===== src/rtl/mem_arb_pkg.sv =====
// Shared types and width helpers for the round-robin memory arbiter.
package mem_arb_pkg;

    typedef enum logic [1:0] {
        IDLE,
        ACCESS,
        RESP
    } arb_state_t;

    function automatic int idx_w(input int n);
        return (n > 1) ? $clog2(n) : 1;
    endfunction

endpackage


===== src/rtl/memory_arbiter_rr_if.sv =====
// Client and memory-side bundle of memory_arbiter_rr.
// grant_cnt_o exists only when ARB_STATS_EN is defined.
interface memory_arbiter_rr_if #(
    parameter int NUM_REQ = 3,
    parameter int ADDR_W  = 32,
    parameter int DATA_W  = 32
`ifdef ARB_STATS_EN
    , parameter int CNT_W = 16
`endif
);
    logic [NUM_REQ-1:0]        req_i;
    logic [NUM_REQ-1:0]        wen_i;
    logic [NUM_REQ*ADDR_W-1:0] addr_i;
    logic [NUM_REQ*DATA_W-1:0] wdata_i;
    logic [NUM_REQ-1:0]        done_o;
    logic [DATA_W-1:0]         rdata_o;
    logic                      busy_o;
    logic                      ram_ren_o;
    logic                      ram_wen_o;
    logic [ADDR_W-1:0]         ram_addr_o;
    logic [DATA_W-1:0]         ram_store_o;
    logic [DATA_W-1:0]         ram_load_i;
    logic                      ram_busy_i;
    logic                      tb_ctrl_i;
`ifdef ARB_STATS_EN
    logic [NUM_REQ*CNT_W-1:0]  grant_cnt_o;

    modport slave (
        input  req_i, wen_i, addr_i, wdata_i,
        input  ram_load_i, ram_busy_i, tb_ctrl_i,
        output done_o, rdata_o, busy_o,
        output ram_ren_o, ram_wen_o,
        output ram_addr_o, ram_store_o,
        output grant_cnt_o
    );

    modport master (
        output req_i, wen_i, addr_i, wdata_i,
        output ram_load_i, ram_busy_i, tb_ctrl_i,
        input  done_o, rdata_o, busy_o,
        input  ram_ren_o, ram_wen_o,
        input  ram_addr_o, ram_store_o,
        input  grant_cnt_o
    );
`else
    modport slave (
        input  req_i, wen_i, addr_i, wdata_i,
        input  ram_load_i, ram_busy_i, tb_ctrl_i,
        output done_o, rdata_o, busy_o,
        output ram_ren_o, ram_wen_o,
        output ram_addr_o, ram_store_o
    );

    modport master (
        output req_i, wen_i, addr_i, wdata_i,
        output ram_load_i, ram_busy_i, tb_ctrl_i,
        input  done_o, rdata_o, busy_o,
        input  ram_ren_o, ram_wen_o,
        input  ram_addr_o, ram_store_o
    );
`endif

endinterface


===== src/rtl/memory_arbiter_rr_picker.sv =====
// Combinational round-robin picker: first set request
// at or above ptr_i, wrapping past the top channel.
module rr_picker #(
    parameter int NUM_REQ = 3,
    parameter int IDX_W   = 2
) (
    input  logic [NUM_REQ-1:0] req_i,
    input  logic [IDX_W-1:0]   ptr_i,
    output logic               valid_o,
    output logic [IDX_W-1:0]   idx_o
);

    int k;

    always_comb begin
        valid_o = 1'b0;
        idx_o   = '0;
        k       = 0;
        for (int i = 0; i < NUM_REQ; i++) begin
            k = int'(ptr_i) + i;
            if (k >= NUM_REQ) k = k - NUM_REQ;
            if (!valid_o && req_i[k[IDX_W-1:0]]) begin
                valid_o = 1'b1;
                idx_o   = k[IDX_W-1:0];
            end
        end
    end

endmodule


===== src/rtl/memory_arbiter_rr.sv =====
// N-channel round-robin arbiter in front of single-ported main memory.
// Define ARB_STATS_EN to add saturating per-channel grant counters.
module memory_arbiter_rr
    import mem_arb_pkg::*;
#(
    parameter int NUM_REQ = 3,
    parameter int ADDR_W  = 32,
    parameter int DATA_W  = 32
`ifdef ARB_STATS_EN
    , parameter int CNT_W = 16
`endif
) (
    input  logic                CLK,
    input  logic                RST,
    memory_arbiter_rr_if.slave  bus
);

    localparam int IDX_W = idx_w(NUM_REQ);
    typedef logic [IDX_W-1:0] idx_t;

    arb_state_t        state_q, state_d;
    idx_t              ptr_q, ptr_d;
    idx_t              idx_q, idx_d;
    logic              wen_q, wen_d;
    logic [ADDR_W-1:0] addr_q, addr_d;
    logic [DATA_W-1:0] wdata_q, wdata_d;
    logic [DATA_W-1:0] rdata_q, rdata_d;

    logic              pick_vld;
    idx_t              pick_idx;
    logic [ADDR_W-1:0] addr_a  [NUM_REQ];
    logic [DATA_W-1:0] wdata_a [NUM_REQ];

    for (genvar g = 0; g < NUM_REQ; g++) begin : g_unpack
        assign addr_a[g]  = bus.addr_i[g*ADDR_W +: ADDR_W];
        assign wdata_a[g] = bus.wdata_i[g*DATA_W +: DATA_W];
    end

    rr_picker #(
        .NUM_REQ (NUM_REQ),
        .IDX_W   (IDX_W)
    ) u_pick (
        .req_i   (bus.req_i),
        .ptr_i   (ptr_q),
        .valid_o (pick_vld),
        .idx_o   (pick_idx)
    );

    always_comb begin
        state_d = state_q;
        ptr_d   = ptr_q;
        idx_d   = idx_q;
        wen_d   = wen_q;
        addr_d  = addr_q;
        wdata_d = wdata_q;
        rdata_d = rdata_q;
        unique case (state_q)
            IDLE: begin
                if (!bus.tb_ctrl_i && pick_vld) begin
                    idx_d   = pick_idx;
                    wen_d   = bus.wen_i[pick_idx];
                    addr_d  = addr_a[pick_idx];
                    wdata_d = wdata_a[pick_idx];
                    state_d = ACCESS;
                end
            end
            ACCESS: begin
                if (!bus.ram_busy_i) begin
                    rdata_d = wen_q ? '0 : bus.ram_load_i;
                    state_d = RESP;
                end
            end
            RESP: begin
                ptr_d   = (idx_q == idx_t'(NUM_REQ-1)) ? '0
                                                       : idx_q + 1'b1;
                state_d = IDLE;
            end
            default: state_d = IDLE;
        endcase
    end

    always_ff @(posedge CLK) begin
        if (RST) begin
            state_q <= IDLE;
            ptr_q   <= '0;
            idx_q   <= '0;
            wen_q   <= 1'b0;
            addr_q  <= '0;
            wdata_q <= '0;
            rdata_q <= '0;
        end else begin
            state_q <= state_d;
            ptr_q   <= ptr_d;
            idx_q   <= idx_d;
            wen_q   <= wen_d;
            addr_q  <= addr_d;
            wdata_q <= wdata_d;
            rdata_q <= rdata_d;
        end
    end

    // Memory strobes are decoded from state so they vanish on abandon.
    always_comb begin
        bus.done_o      = '0;
        bus.rdata_o     = '0;
        bus.busy_o      = (state_q != IDLE);
        bus.ram_ren_o   = 1'b0;
        bus.ram_wen_o   = 1'b0;
        bus.ram_addr_o  = '0;
        bus.ram_store_o = '0;
        if (state_q == ACCESS) begin
            bus.ram_ren_o   = ~wen_q;
            bus.ram_wen_o   = wen_q;
            bus.ram_addr_o  = addr_q;
            bus.ram_store_o = wdata_q;
        end
        if (state_q == RESP) begin
            bus.done_o[idx_q] = 1'b1;
            bus.rdata_o       = rdata_q;
        end
    end

`ifdef ARB_STATS_EN
    logic [CNT_W-1:0] cnt_q [NUM_REQ];
    logic [CNT_W-1:0] cnt_d [NUM_REQ];

    always_comb begin
        cnt_d = cnt_q;
        if (state_q == RESP && cnt_q[idx_q] != '1)
            cnt_d[idx_q] = cnt_q[idx_q] + 1'b1;
    end

    always_ff @(posedge CLK) begin
        if (RST) begin
            for (int i = 0; i < NUM_REQ; i++) cnt_q[i] <= '0;
        end else begin
            cnt_q <= cnt_d;
        end
    end

    for (genvar g = 0; g < NUM_REQ; g++) begin : g_cnt
        assign bus.grant_cnt_o[g*CNT_W +: CNT_W] = cnt_q[g];
    end
`endif

endmodule


===== src/flat_wrapper.sv =====
// flat-port wrapper written by rule: the top's interface ports become plain ports
module memory_arbiter_rr_flat import mem_arb_pkg::*;
#(
    parameter int NUM_REQ = 3,
    parameter int ADDR_W  = 32,
    parameter int DATA_W  = 32

)
  (CLK, RST, bus_req_i, bus_wen_i, bus_addr_i, bus_wdata_i, bus_ram_load_i, bus_ram_busy_i, bus_tb_ctrl_i, bus_done_o, bus_rdata_o, bus_busy_o, bus_ram_ren_o, bus_ram_wen_o, bus_ram_addr_o, bus_ram_store_o);
  memory_arbiter_rr_if #(.NUM_REQ(NUM_REQ), .ADDR_W(ADDR_W), .DATA_W(DATA_W)) bus_i ();
  input  logic CLK;
  input  logic RST;
  input wire logic [$bits(bus_i.req_i)-1:0] bus_req_i;
  input wire logic [$bits(bus_i.wen_i)-1:0] bus_wen_i;
  input wire logic [$bits(bus_i.addr_i)-1:0] bus_addr_i;
  input wire logic [$bits(bus_i.wdata_i)-1:0] bus_wdata_i;
  input wire logic [$bits(bus_i.ram_load_i)-1:0] bus_ram_load_i;
  input wire logic [$bits(bus_i.ram_busy_i)-1:0] bus_ram_busy_i;
  input wire logic [$bits(bus_i.tb_ctrl_i)-1:0] bus_tb_ctrl_i;
  output wire logic [$bits(bus_i.done_o)-1:0] bus_done_o;
  output wire logic [$bits(bus_i.rdata_o)-1:0] bus_rdata_o;
  output wire logic [$bits(bus_i.busy_o)-1:0] bus_busy_o;
  output wire logic [$bits(bus_i.ram_ren_o)-1:0] bus_ram_ren_o;
  output wire logic [$bits(bus_i.ram_wen_o)-1:0] bus_ram_wen_o;
  output wire logic [$bits(bus_i.ram_addr_o)-1:0] bus_ram_addr_o;
  output wire logic [$bits(bus_i.ram_store_o)-1:0] bus_ram_store_o;
  assign bus_i.req_i = bus_req_i;
  assign bus_i.wen_i = bus_wen_i;
  assign bus_i.addr_i = bus_addr_i;
  assign bus_i.wdata_i = bus_wdata_i;
  assign bus_i.ram_load_i = bus_ram_load_i;
  assign bus_i.ram_busy_i = bus_ram_busy_i;
  assign bus_i.tb_ctrl_i = bus_tb_ctrl_i;
  assign bus_done_o = bus_i.done_o;
  assign bus_rdata_o = bus_i.rdata_o;
  assign bus_busy_o = bus_i.busy_o;
  assign bus_ram_ren_o = bus_i.ram_ren_o;
  assign bus_ram_wen_o = bus_i.ram_wen_o;
  assign bus_ram_addr_o = bus_i.ram_addr_o;
  assign bus_ram_store_o = bus_i.ram_store_o;
  memory_arbiter_rr #(.NUM_REQ(NUM_REQ), .ADDR_W(ADDR_W), .DATA_W(DATA_W)) u_core (.CLK(CLK), .RST(RST), .bus(bus_i));
endmodule

===== config.mk =====
export PLATFORM = sky130hd
export DESIGN_NAME = memory_arbiter_rr_flat
export DESIGN_NICKNAME = d
export VERILOG_FILES = /design/src/rtl/mem_arb_pkg.sv /design/src/rtl/memory_arbiter_rr_if.sv /design/src/rtl/memory_arbiter_rr_picker.sv /design/src/rtl/memory_arbiter_rr.sv /design/src/flat_wrapper.sv
export SDC_FILE = /design/constraint.sdc
export NUM_CORES = 1
export LEC_CHECK = 0
export ABC_AREA = 1
export BUFFER_PORTS_ARGS = -buffer_cell sky130_fd_sc_hd__buf_2
export CORE_AREA = 2 2 130 132
export DETAILED_ROUTE_END_ITERATION = 7
export DIE_AREA = 0 0 132 134
export PLACE_DENSITY = 0.74
export SETUP_SLACK_MARGIN = 0.5
export SLEW_MARGIN = 20
export SYNTH_ARGS = -nofsm -noshare
export SYNTH_HDL_FRONTEND = slang
export SYNTH_HIERARCHICAL = 1
export SYNTH_SLANG_ARGS = --single-unit

===== constraint.sdc =====
create_clock -name CLK -period 5.25 [get_ports CLK]
set_input_delay 1.05 -clock CLK [delete_from_list [all_inputs] [get_ports CLK]]
set_output_delay 1.05 -clock CLK [all_outputs]
set_load 0.005 [all_outputs]

==> qor.txt, run 1 <==
Status -> complete, no violations
Die height -> 134 um
Compound-cell area share of the yosys netlist -> 0.0786
Post-CTS Resized -> 0
Worst hold path type -> register to register
Largest family of logic cells by synthesized area -> simple AND/OR/NAND/NOR gates
Critical setup path kind -> register to primary output
Synth area leader -> dfxtp_1
Tot GR Track Use -> 0.246
Worst path arrival time -> 2.06 ns
Yosys cell types -> 22
Drt total wl -> 22.5 mm
Antenna viol nets, final -> 0
Pin count of the biggest net entering global routing -> 102
Vias -> 8145
FP Rows -> 47
Fin crit share -> 0.592
Area grow syn2layout -> 27.9%
Iter 0 DRT Violations -> 655
Max Buffers Root-to-Sink -> 2
Max-cap viol count -> 0
Hold buffer count at cts -> 0
Residual DRC -> 0
Synth area leaders -> dfxtp_1 30%, nor2_1 22%, nand2_1 12%
Total power -> 2.25 mW
CP max stage delay -> 0.52 ns
I/O pin cnt -> 336
Commonest cells in the netlist -> 395 x nor2_1, 221 x nand2_1, 149 x inv_1
Initial antenna violation count -> 4
Overflow after GRT -> 0
IO Port Bufs -> 335
Postcts setup bufs -> 0
Avg Cell Area, Syn -> 5.56 um^2
Synth Area in XOR/XNOR -> 0
Hpwl dp -> 15.1 mm
Seq/Total Area, Yosys -> 0.305
Crit end category -> primary output
Post-synthesis adder-cell area fraction -> 0.00555
Clock Sinks -> 103
Slew margin rel. -> 0.324
Leading cell type by number of instances after synthesis -> nor2_1
Fill cells -> 1735
Syn Inst Count -> 1217
Final core utilization -> 0.532
Clock skew -> 0.00482 ns
First-pass DRT Iterations -> 6
Leak -> 4.58 nW
Vias per std cell -> 4.75
Critical-path maximum fanout -> 41
Share of cells above drive strength 1 -> 0.252
FF+latch count, synth -> 103
Mapped Area -> 6770 um^2
CTS tree -> built
Req. time, crit path -> 4.20 ns
Worst path cell trace -> inv_1 -> nand2_2 -> buf_4 -> nor2_1 -> buf_2
CTS Buf Count -> 9
Hold WS -> 0.464 ns
Post-synth top area share -> 0.305
Routed wire per std cell -> 13.1 um
Setup_tns -> 0 ns
Root buf cell -> clkbuf_16
Post-synth EDFFs -> 0
Initial core utilization -> 0.415
Post-Synth Simple-Gate Area -> 0.454
Crit path time final -> 3.11 ns
Multiplexer area fraction after synthesis -> 0
Clock transition at the registers of the reported paths -> 0.07 ns
Worst Max-Slew Pin Slew -> 1.01 ns
Async S/R FF share, synth -> 0
Vias in the first global route -> 7316
PwrDens -> 260 nW/um^2
Final slew viol count -> 0
H-tree levels -> 3
Critical Path Source Type -> register
Die area -> 17700 um^2
First-pass GRT wire length -> 35.8 mm
RSZ-0062 raised after global routing -> false
Max Fclk -> 0.322 GHz
Clock latency on the worst-skew pair -> 0.35 ns
Fin nets -> 1722
Synth warn -> 6
Final GP Congestion -> 0.854
Area of the core -> 16300 um^2
Post-Syn Nets -> 1454
Die W -> 132 um
Final Hold Vio Count -> 0
Final setup violating endpoints -> 0
Ys flop type -> dfxtp_1
Max stage delay cell, worst path -> buf_4
Peak VDD IR -> 177 uV
[logic make-up after synthesis]
group / count (synthesis)
compound gates: 106
fa+ha+maj: 3
buf+inv: 240
flops: 103
simple gates: 765
[power by group]
part | switching, mW | leakage, nW | internal [mW]
Sequential | 0.0211 | 0.847 | 0.852
Clock | 0.301 | 0.158 | 0.443
Combinational | 0.401 | 3.57 | 0.233
Total | 0.724 | 4.58 | 1.53
[worst max-delay path, delay by kind of cell (launching register included)]
| kind | cells | cell delay, ns |
|---|---|---|
| and+or+nand+nor | 2 | 0.53 |
| DFF | 1 | 0.40 |
| buffers and inverters | 3 | 0.76 |
[worst paths after layout]
kind / start / depth (start not counted) / slack [ns] / to
max: u_core/state_q[1] / 5 / 2.14 / bus_ram_addr_o[17]
min: u_core/rdata_q[5] / 2 / 0.46 / u_core/rdata_q[5]
min reg2reg: u_core/rdata_q[5] / 2 / 0.46 / u_core/rdata_q[5]
max reg2reg: u_core/ptr_q[0] / 16 / 2.26 / u_core/addr_q[15]
[sequential cells by signal (all words and copies together), names as in the netlist]
| register | cells |
|---|---|
| u_core/wen_q | 1 |
| u_core/wdata_q | 32 |
| u_core/idx_q | 2 |
| u_core/ptr_q | 2 |
| u_core/state_q | 2 |
| u_core/rdata_q | 32 |
| u_core/addr_q | 32 |
[cell usage in the layout (no fill, tap or decap), types with 3 or more instances in the layout]
cell type	count
nor2_1	395
ha_1	3
dfxtp_1	103
buf_4	9
o21ai_1	21
o21ai_0	46
clkbuf_16	9
buf_2	335
nand2_2	5
nand2_1	217
diode_2	3
inv_2	5
a21oi_1	38
nand3_1	141
inv_1	147
[layer usage]
metal  routed length (um)  GRT usage  up-vias
li1                     -          -     4210
met1                 9330      0.296     3522
met2                10500      0.415      364
met3                 1920     0.0646       47
met4                  690      0.108        2
met5                    7          0        -
[metrics by stage]
stage	area, um^2	instances	setup slack (ns)
after floorplan	6770	1217	2.86
after global placement	8310	1694	1.96
after detailed placement	8310	1694	1.89
after CTS	8640	1710	2.07
after global routing	8660	1713	1.96
final	8660	1713	2.14
[final cells by class]
cell class | count | area, um^2 | area share
antenna | 3 | 7.51 | 0.000867
multi-input combinational | 874 | 3660 | 0.423
tap | 220 | 275 | 0.0318
inverter | 153 | 577 | 0.0666
sequential | 103 | 2060 | 0.238
clock inverter | 5 | 80.1 | 0.00925
timing repair buffer | 344 | 1740 | 0.201
clock buffer | 11 | 253 | 0.0292
(Power assumes the default switching activity.)
==> inputs of run 2 (changes only) <==
--- a/config.mk
+++ b/config.mk
@@ -5,12 +5,12 @@
 export SDC_FILE = /design/constraint.sdc
 export NUM_CORES = 1
 export LEC_CHECK = 0
-export ABC_AREA = 1
+export ABC_AREA = 0
 export BUFFER_PORTS_ARGS = -buffer_cell sky130_fd_sc_hd__buf_2
-export CORE_AREA = 2 2 130 132
+export CORE_AREA = 2 2 132 134
 export DETAILED_ROUTE_END_ITERATION = 7
-export DIE_AREA = 0 0 132 134
-export PLACE_DENSITY = 0.74
+export DIE_AREA = 0 0 134 136
+export PLACE_DENSITY = 0.66
 export SETUP_SLACK_MARGIN = 0.5
 export SLEW_MARGIN = 20
 export SYNTH_ARGS = -nofsm -noshare
==> constraint.sdc (replaced) <==
create_clock -name CLK -period 3.2 [get_ports CLK]
set_input_delay 0.64 -clock CLK [delete_from_list [all_inputs] [get_ports CLK]]
set_output_delay 0.64 -clock CLK [all_outputs]
set_load 0.005 [all_outputs]
==> run 2 against run 1 <==
- via count decreased by 25%
- largest cell class unchanged
- largest power group unchanged
- final area decreased by 5.0%
- global-route usage decreased by 4.8 points
- setup slack got worse by 1.5 ns
- die area increased by 3.0%
- wire length decreased by 11%
- sequential cell count unchanged
- cell count decreased by 29%
- non-clock buffer count increased by 10
- sequential power increased by 66%
- critical path type is now register to register
- sequential share of layout area increased by 1.3 points
- synthesized cell count decreased by 44%
==> qor.txt, run 2 <==
Logic gate share of total power -> 0.274
Synth warn -> 6
Vias -> 6104
Fill cells -> 1678
Overflow after GRT -> 0
Antenna viol nets, final -> 0
Total power -> 3.58 mW
Hold buffer count at cts -> 0
Post-synth top area share -> 0.352
Switching power -> 1.06 mW
Max Buffers Root-to-Sink -> 2
Leak -> 3.85 nW
Clock latency on the worst-skew pair -> 0.35 ns
Yosys cell types -> 37
FF+latch count, synth -> 103
Critical setup path kind -> register to register
Ys flop type -> dfxtp_1
Dpl cell area -> 7710 um^2
Post-Synth Simple-Gate Area -> 0.248
CTS tree -> built
Crit path time final -> 2.56 ns
Post-synth EDFFs -> 0
Die height -> 136 um
Critical-path maximum fanout -> 15
Initial antenna violation count -> 2
Fin nets -> 1214
IO Port Bufs -> 335
H-tree levels -> 3
Final core utilization -> 0.487
Internal power consumption -> 2.52 mW
Final instance area -> 8230 um^2
Max stage delay cell, worst path -> dfxtp_1
CP max stage delay -> 0.40 ns
Final setup violating endpoints -> 0
First-pass GRT wire length -> 28.7 mm
Final cell count without fillers -> 1209
Drt total wl -> 19.9 mm
Async S/R FF share, synth -> 0
Worst hold path type -> register to register
Worst path arrival time -> 2.78 ns
Final Hold Vio Count -> 0
Pin count of the biggest net entering global routing -> 134
Synth area leader -> dfxtp_1
Residual DRC -> 0
Leading cell type by number of instances after synthesis -> dfxtp_1
Compound-cell area share of the yosys netlist -> 0.222
Post-synthesis adder-cell area fraction -> 0.00641
Mapped Area -> 5860 um^2
Worst Max-Slew Pin Slew -> 0.706 ns
Crit end category -> register
Placed Instances -> 1185
Max Fclk -> 0.391 GHz
Peak VDD IR -> 313 uV
Root buf cell -> clkbuf_16
Critical Path Source Type -> register
Die W -> 134 um
Largest family of logic cells by synthesized area -> simple AND/OR/NAND/NOR gates
Slew margin rel. -> 0.529
Final slew viol count -> 0
Vias per std cell -> 5.05
Regs by FF count -> u_core/addr_q x32, u_core/rdata_q x32, u_core/wdata_q x32
Hpwl dp -> 13.4 mm
Max-cap viol count -> 0
Final GP Congestion -> 0.800
Most frequent cells in the layout -> 334 x buf_2, 102 x dfxtp_1, 97 x and2_1
Synth Area in XOR/XNOR -> 0
Die area -> 18200 um^2
Tot GR Track Use -> 0.199
FP Rows -> 48
Commonest cells in the netlist -> 103 x dfxtp_1, 97 x and2_1, 72 x nor2_1
Fin crit share -> 0.799
Iter 0 DRT Violations -> 239
Routed wire per std cell -> 16.4 um
Multiplexer area fraction after synthesis -> 0.116
Seq/Total Area, Yosys -> 0.352
Share of cells above drive strength 1 -> 0.398
Sw Ratio -> 0.297
Vias in the first global route -> 5590
Clock Sinks -> 103
First-pass DRT Iterations -> 5
Req. time, crit path -> 3.43 ns
Syn Inst Count -> 683
Clock power share -> 0.320
Worst path cell trace -> inv_1 -> ha_1 -> nand2_1 -> o211ai_1 -> o31a_1 -> o31ai_4 -> bufbuf_16 -> mux2i_1 -> a2bb2oi_1 -> a211oi_1
Avg Cell Area, Syn -> 8.58 um^2
Status -> complete, no violations
Part of the power in registers -> 0.405
Commonest non-fill, non-tap cell in the layout -> buf_2
Clock transition at the registers of the reported paths -> 0.08 ns
Clock skew -> 0.00921 ns
PwrDens -> 435 nW/um^2
Area of the core -> 16900 um^2
Setup_tns -> 0 ns
I/O pin cnt -> 336
Synth area leaders -> dfxtp_1 35%, mux2i_1 12%, and2_1 10%
Initial core utilization -> 0.347
CTS Buf Count -> 9
Area grow syn2layout -> 40.4%
RSZ-0062 raised after global routing -> false
Post-Syn Nets -> 920
[run 2: changes by cell type in the layout (fill, tap and decap cells not counted), sizes merged, moves of 3 or more]
cell,change
inv,-148
nand3b,+34
nor3b,+3
nor2b,+6
a2bb2oi,+65
buf,+7
and2,+97
nand3,-141
nor2,-326
nand2,-184
mux2i,+68
o21ai,-65
a211oi,+65
[run 2: routing by layer]
layer | vias up | share of wire | global-route usage
met5 | - | 0 | 0
met1 | 2820 | 0.44 | 0.247
met3 | 25 | 0.065 | 0.0466
li1 | 3026 | - | -
met2 | 233 | 0.48 | 0.332
met4 | 0 | 0.022 | 0.0792
[run 2: path summary, 6_finish.rpt]
kind / startpoint / to / slack, ns / depth (start not counted)
worst min-delay path: u_core/rdata_q[29] / u_core/rdata_q[29] / 0.45 / 2
worst max-delay path: u_core/ptr_q[1] / u_core/addr_q[11] / 0.64 / 10
worst min register to register: u_core/rdata_q[29] / u_core/rdata_q[29] / 0.45 / 2
worst max register to register: u_core/ptr_q[1] / u_core/addr_q[11] / 0.64 / 10
[run 2: power by group through the flow]
stage                     Sequential [mW]  Combinational [mW]  Clock [mW]
after CTS                            1.45               0.927        1.19
after floorplan                      1.46               0.592           0
final                                1.45               0.982        1.15
after global routing                 1.46                1.07        1.24
after detailed placement             1.48               0.900           0
after global placement               1.47               0.894           0
[run 2: repair_timing]
action	in CTS	in global routing
cloned	1	3
pin swaps	0	1
endpoints found under the setup margin	40	66
gates resized for setup	3	18
setup buffers	1	1
[run 2: area by class of cell]
type / count / area (um^2) / share of cell area
flip-flops and latches: 103 / 2060 / 0.251
well taps: 225 / 282 / 0.0342
clock inverters: 7 / 80.1 / 0.00974
repair buffers: 354 / 2000 / 0.243
inverters: 2 / 7.51 / 0.000913
clock buffers: 9 / 225 / 0.0274
diodes: 2 / 5.00 / 0.000608
multi-input cells: 507 / 3570 / 0.434
[run 2: stage by stage]
stage | hold slack, ns | setup WS (ns)
finish | 0.448 | 0.642
global route | 0.464 | 0.494
CTS | 0.451 | 0.509
detailed placement | 0.440 | 0.415
global placement | 0.434 | 0.469
floorplan | 0.427 | 0.702
[run 2: cell families after synthesis]
logic type / count (synthesis)
adders and majority gates: 3
DFF: 103
and+or+nand+nor: 261
muxes: 68
buffers and inverters: 73
AOI/OAI and AO/OA: 175
[run 2: critical path: cells and delay by family (launching register included)]
kind | cells | cell delay [ns]
simple gates | 1 | 0.09
buf+inv | 2 | 0.45
fa+ha+maj | 1 | 0.25
mux | 1 | 0.23
flops | 1 | 0.40
compound gates | 5 | 1.01
==> inputs of run 3 (changes only) <==
--- a/config.mk
+++ b/config.mk
@@ -5,12 +5,12 @@
 export SDC_FILE = /design/constraint.sdc
 export NUM_CORES = 1
 export LEC_CHECK = 0
-export ABC_AREA = 0
+export ABC_AREA = 1
 export BUFFER_PORTS_ARGS = -buffer_cell sky130_fd_sc_hd__buf_2
-export CORE_AREA = 2 2 132 134
+export CORE_AREA = 2 2 130 132
 export DETAILED_ROUTE_END_ITERATION = 7
-export DIE_AREA = 0 0 134 136
-export PLACE_DENSITY = 0.66
+export DIE_AREA = 0 0 132 134
+export PLACE_DENSITY = 0.77
 export SETUP_SLACK_MARGIN = 0.5
 export SLEW_MARGIN = 20
 export SYNTH_ARGS = -nofsm -noshare
==> constraint.sdc (replaced) <==
create_clock -name CLK -period 2.3 [get_ports CLK]
set_input_delay 0.46 -clock CLK [delete_from_list [all_inputs] [get_ports CLK]]
set_output_delay 0.46 -clock CLK [all_outputs]
set_load 0.005 [all_outputs]
==> run 3 against run 2 <==
- register-to-register slack got worse by 0.50 ns
- wire length increased by 44%
- cell count grew 48%
- clock power rose by 40%
- sequential cell count is the same
- clock skew fell by 0.0026 ns
- sequential share of layout area down 6.1 points
- first-iteration DRC count increased to 4.0 times the previous value
- global-route usage is 6.8 points higher
==> qor.txt, run 3 (synthesis gave the netlist of run 1 again) <==
Status -> complete, no violations
Die height -> 134 um
Die W -> 132 um
Initial antenna violation count -> 4
Routed wire per std cell -> 16.0 um
Final slew viol count -> 0
Max Buffers Root-to-Sink -> 2
Worst hold path type -> input port to register
Leak -> 5.33 nW
Worst Min Path Start -> bus_ram_load_i[20]
Fin crit share -> 0.940
Final Hold Vio Count -> 0
Req. time, crit path -> 2.53 ns
Setup WS pre-CTS -> 0.101 ns
Final setup violating endpoints -> 0
FP Rows -> 47
Setup_tns -> 0 ns
Clock transition at the registers of the reported paths -> 0.07 ns
Placed Instances -> 1709
PwrDens -> 535 nW/um^2
Max-cap viol count -> 0
Total power -> 5.83 mW
Worst path cell trace -> inv_2 -> ha_4 -> inv_4 -> nand2_2 -> nand3_2 -> nand2_2 -> nand2_2 -> inv_2 -> nand3_4 -> nand2_8 -> inv_6 -> buf_16 -> nand3_1 -> nand3_1 -> nor2_1 -> nor2_1
Critical Path Source Type -> register
Area of the multi-input gates -> 4390 um^2
Iter 0 DRT Violations -> 956
Antenna viol nets, final -> 0
Clock skew -> 0.00663 ns
Max stage delay cell, worst path -> dfxtp_4
R2r worst-path depth -> 16
Final cell count without fillers -> 1788
Vias in the first global route -> 7688
I/O pin cnt -> 336
CTS Buf Count -> 9
Vias -> 8982
Most frequent cells in the layout -> 321 x buf_2, 300 x nor2_1, 213 x nand2_1
First-pass GRT wire length -> 38.3 mm
R2r endpoint -> u_core/addr_q[18]
Crit path time final -> 2.16 ns
Slew margin rel. -> 0.694
Drt total wl -> 28.6 mm
Tot GR Track Use -> 0.267
Hpwl dp -> 15.9 mm
Residual DRC -> 0
Worst path arrival time -> 2.40 ns
Initial core utilization -> 0.415
Vias per std cell -> 5.02
Cell mode on critical path -> nand2_2
Overflow after GRT -> 0
Reg-to-Reg Start -> u_core/ptr_q[0]
Sequential Area -> 2070 um^2
Area of the core -> 16300 um^2
Final GP Congestion -> 0.896
Final core utilization -> 0.668
Commonest non-fill, non-tap cell in the layout -> buf_2
Regs by FF count -> u_core/addr_q x32, u_core/rdata_q x32, u_core/wdata_q x32
Fin nets -> 1797
Peak VDD IR -> 346 uV
Max Fclk -> 0.462 GHz
First-pass DRT Iterations -> 6
IO Port Bufs -> 335
Clock Sinks -> 103
Critical setup path kind -> register to register
Worst Max-Slew Pin Slew -> 0.459 ns
Crit end category -> register
CP startpoint -> u_core/ptr_q[0]
Die area -> 17700 um^2
H-tree levels -> 3
Fill cells -> 1428
R2R Setup Slk -> 0.14 ns
CP max stage delay -> 0.35 ns
Final worst slack -> 0.137 ns
Pin count of the biggest net entering global routing -> 66
Share of cells above drive strength 1 -> 0.369
Critical-path maximum fanout -> 12
Hold buffer count at cts -> 0
Clock latency on the worst-skew pair -> 0.34 ns
RSZ-0062 raised after global routing -> true
Area grow syn2layout -> 60.9%
Crit path to -> u_core/addr_q[18]
CTS tree -> built
Root buf cell -> clkbuf_16
run 3: changes by cell type in the layout (fill, tap and decap cells not counted), sizes merged, moves of 68 or more:
cell   before  now
inv         5  154
nand3       0  141
nand2      39  223
mux2i      68    0
and2       97    0
nor2       72  398
run 3: worst max-delay path: cells and delay by family, from the launching register on:
family	cells	cell delay [ns]
and+or+nand+nor	10	0.94
buffers and inverters	5	0.45
DFF	1	0.35
adders and majority gates	1	0.31
run 3: cell type report:
type | count | share of cell area
Inverter | 153 | 0.0558
Tap cell | 220 | 0.0253
Timing Repair Buffer | 417 | 0.295
Multi-Input combinational cell | 874 | 0.403
Sequential cell | 103 | 0.190
Timing Repair inverter | 2 | 0.00161
Clock buffer | 14 | 0.0252
Clock inverter | 2 | 0.00345
Antenna cell | 3 | 0.000689
run 3: per-stage QoR:
stage,area [um^2],hold slack (ns)
2_1_floorplan,6800,0.444
3_3_place_gp,8540,0.452
3_5_place_dp,8540,0.455
4_1_cts,9530,0.412
5_1_grt,10900,0.430
6_report,10900,0.429
run 3: routing by layer:
| layer | wire (um) | track usage | part of all wire |
|---|---|---|---|
| met5 | 13 | 0 | 0.00045 |
| met4 | 741 | 0.109 | 0.026 |
| met3 | 2920 | 0.0574 | 0.10 |
| met2 | 14200 | 0.453 | 0.50 |
| met1 | 10700 | 0.329 | 0.37 |
run 3: worst min path at each step:
| stage | endpoint | depth (start not counted) |
|---|---|---|
| CTS | u_core/rdata_q[20] | 5 |
| floorplan | u_core/rdata_q[22] | 2 |
| finish | u_core/rdata_q[20] | 5 |
| global route | u_core/rdata_q[20] | 5 |
| detailed placement | u_core/rdata_q[8] | 2 |
| global placement | u_core/rdata_q[1] | 2 |
run 3: power breakdown:
part	internal [mW]	leakage [nW]	switching (mW)
Clock	0.936	0.149	0.672
Combinational	0.956	4.33	1.27
Sequential	1.95	0.849	0.0514
Total	3.84	5.33	1.99
run 3: repair_timing:
| item | 4_1_cts | 5_1_grt |
|---|---|---|
| pin swaps | 11 | 22 |
| buffers inserted | 18 | 10 |
| endpoints found under the setup margin | 169 | 155 |
| gates cloned | 10 | 22 |
| resized for setup | 92 | 210 |
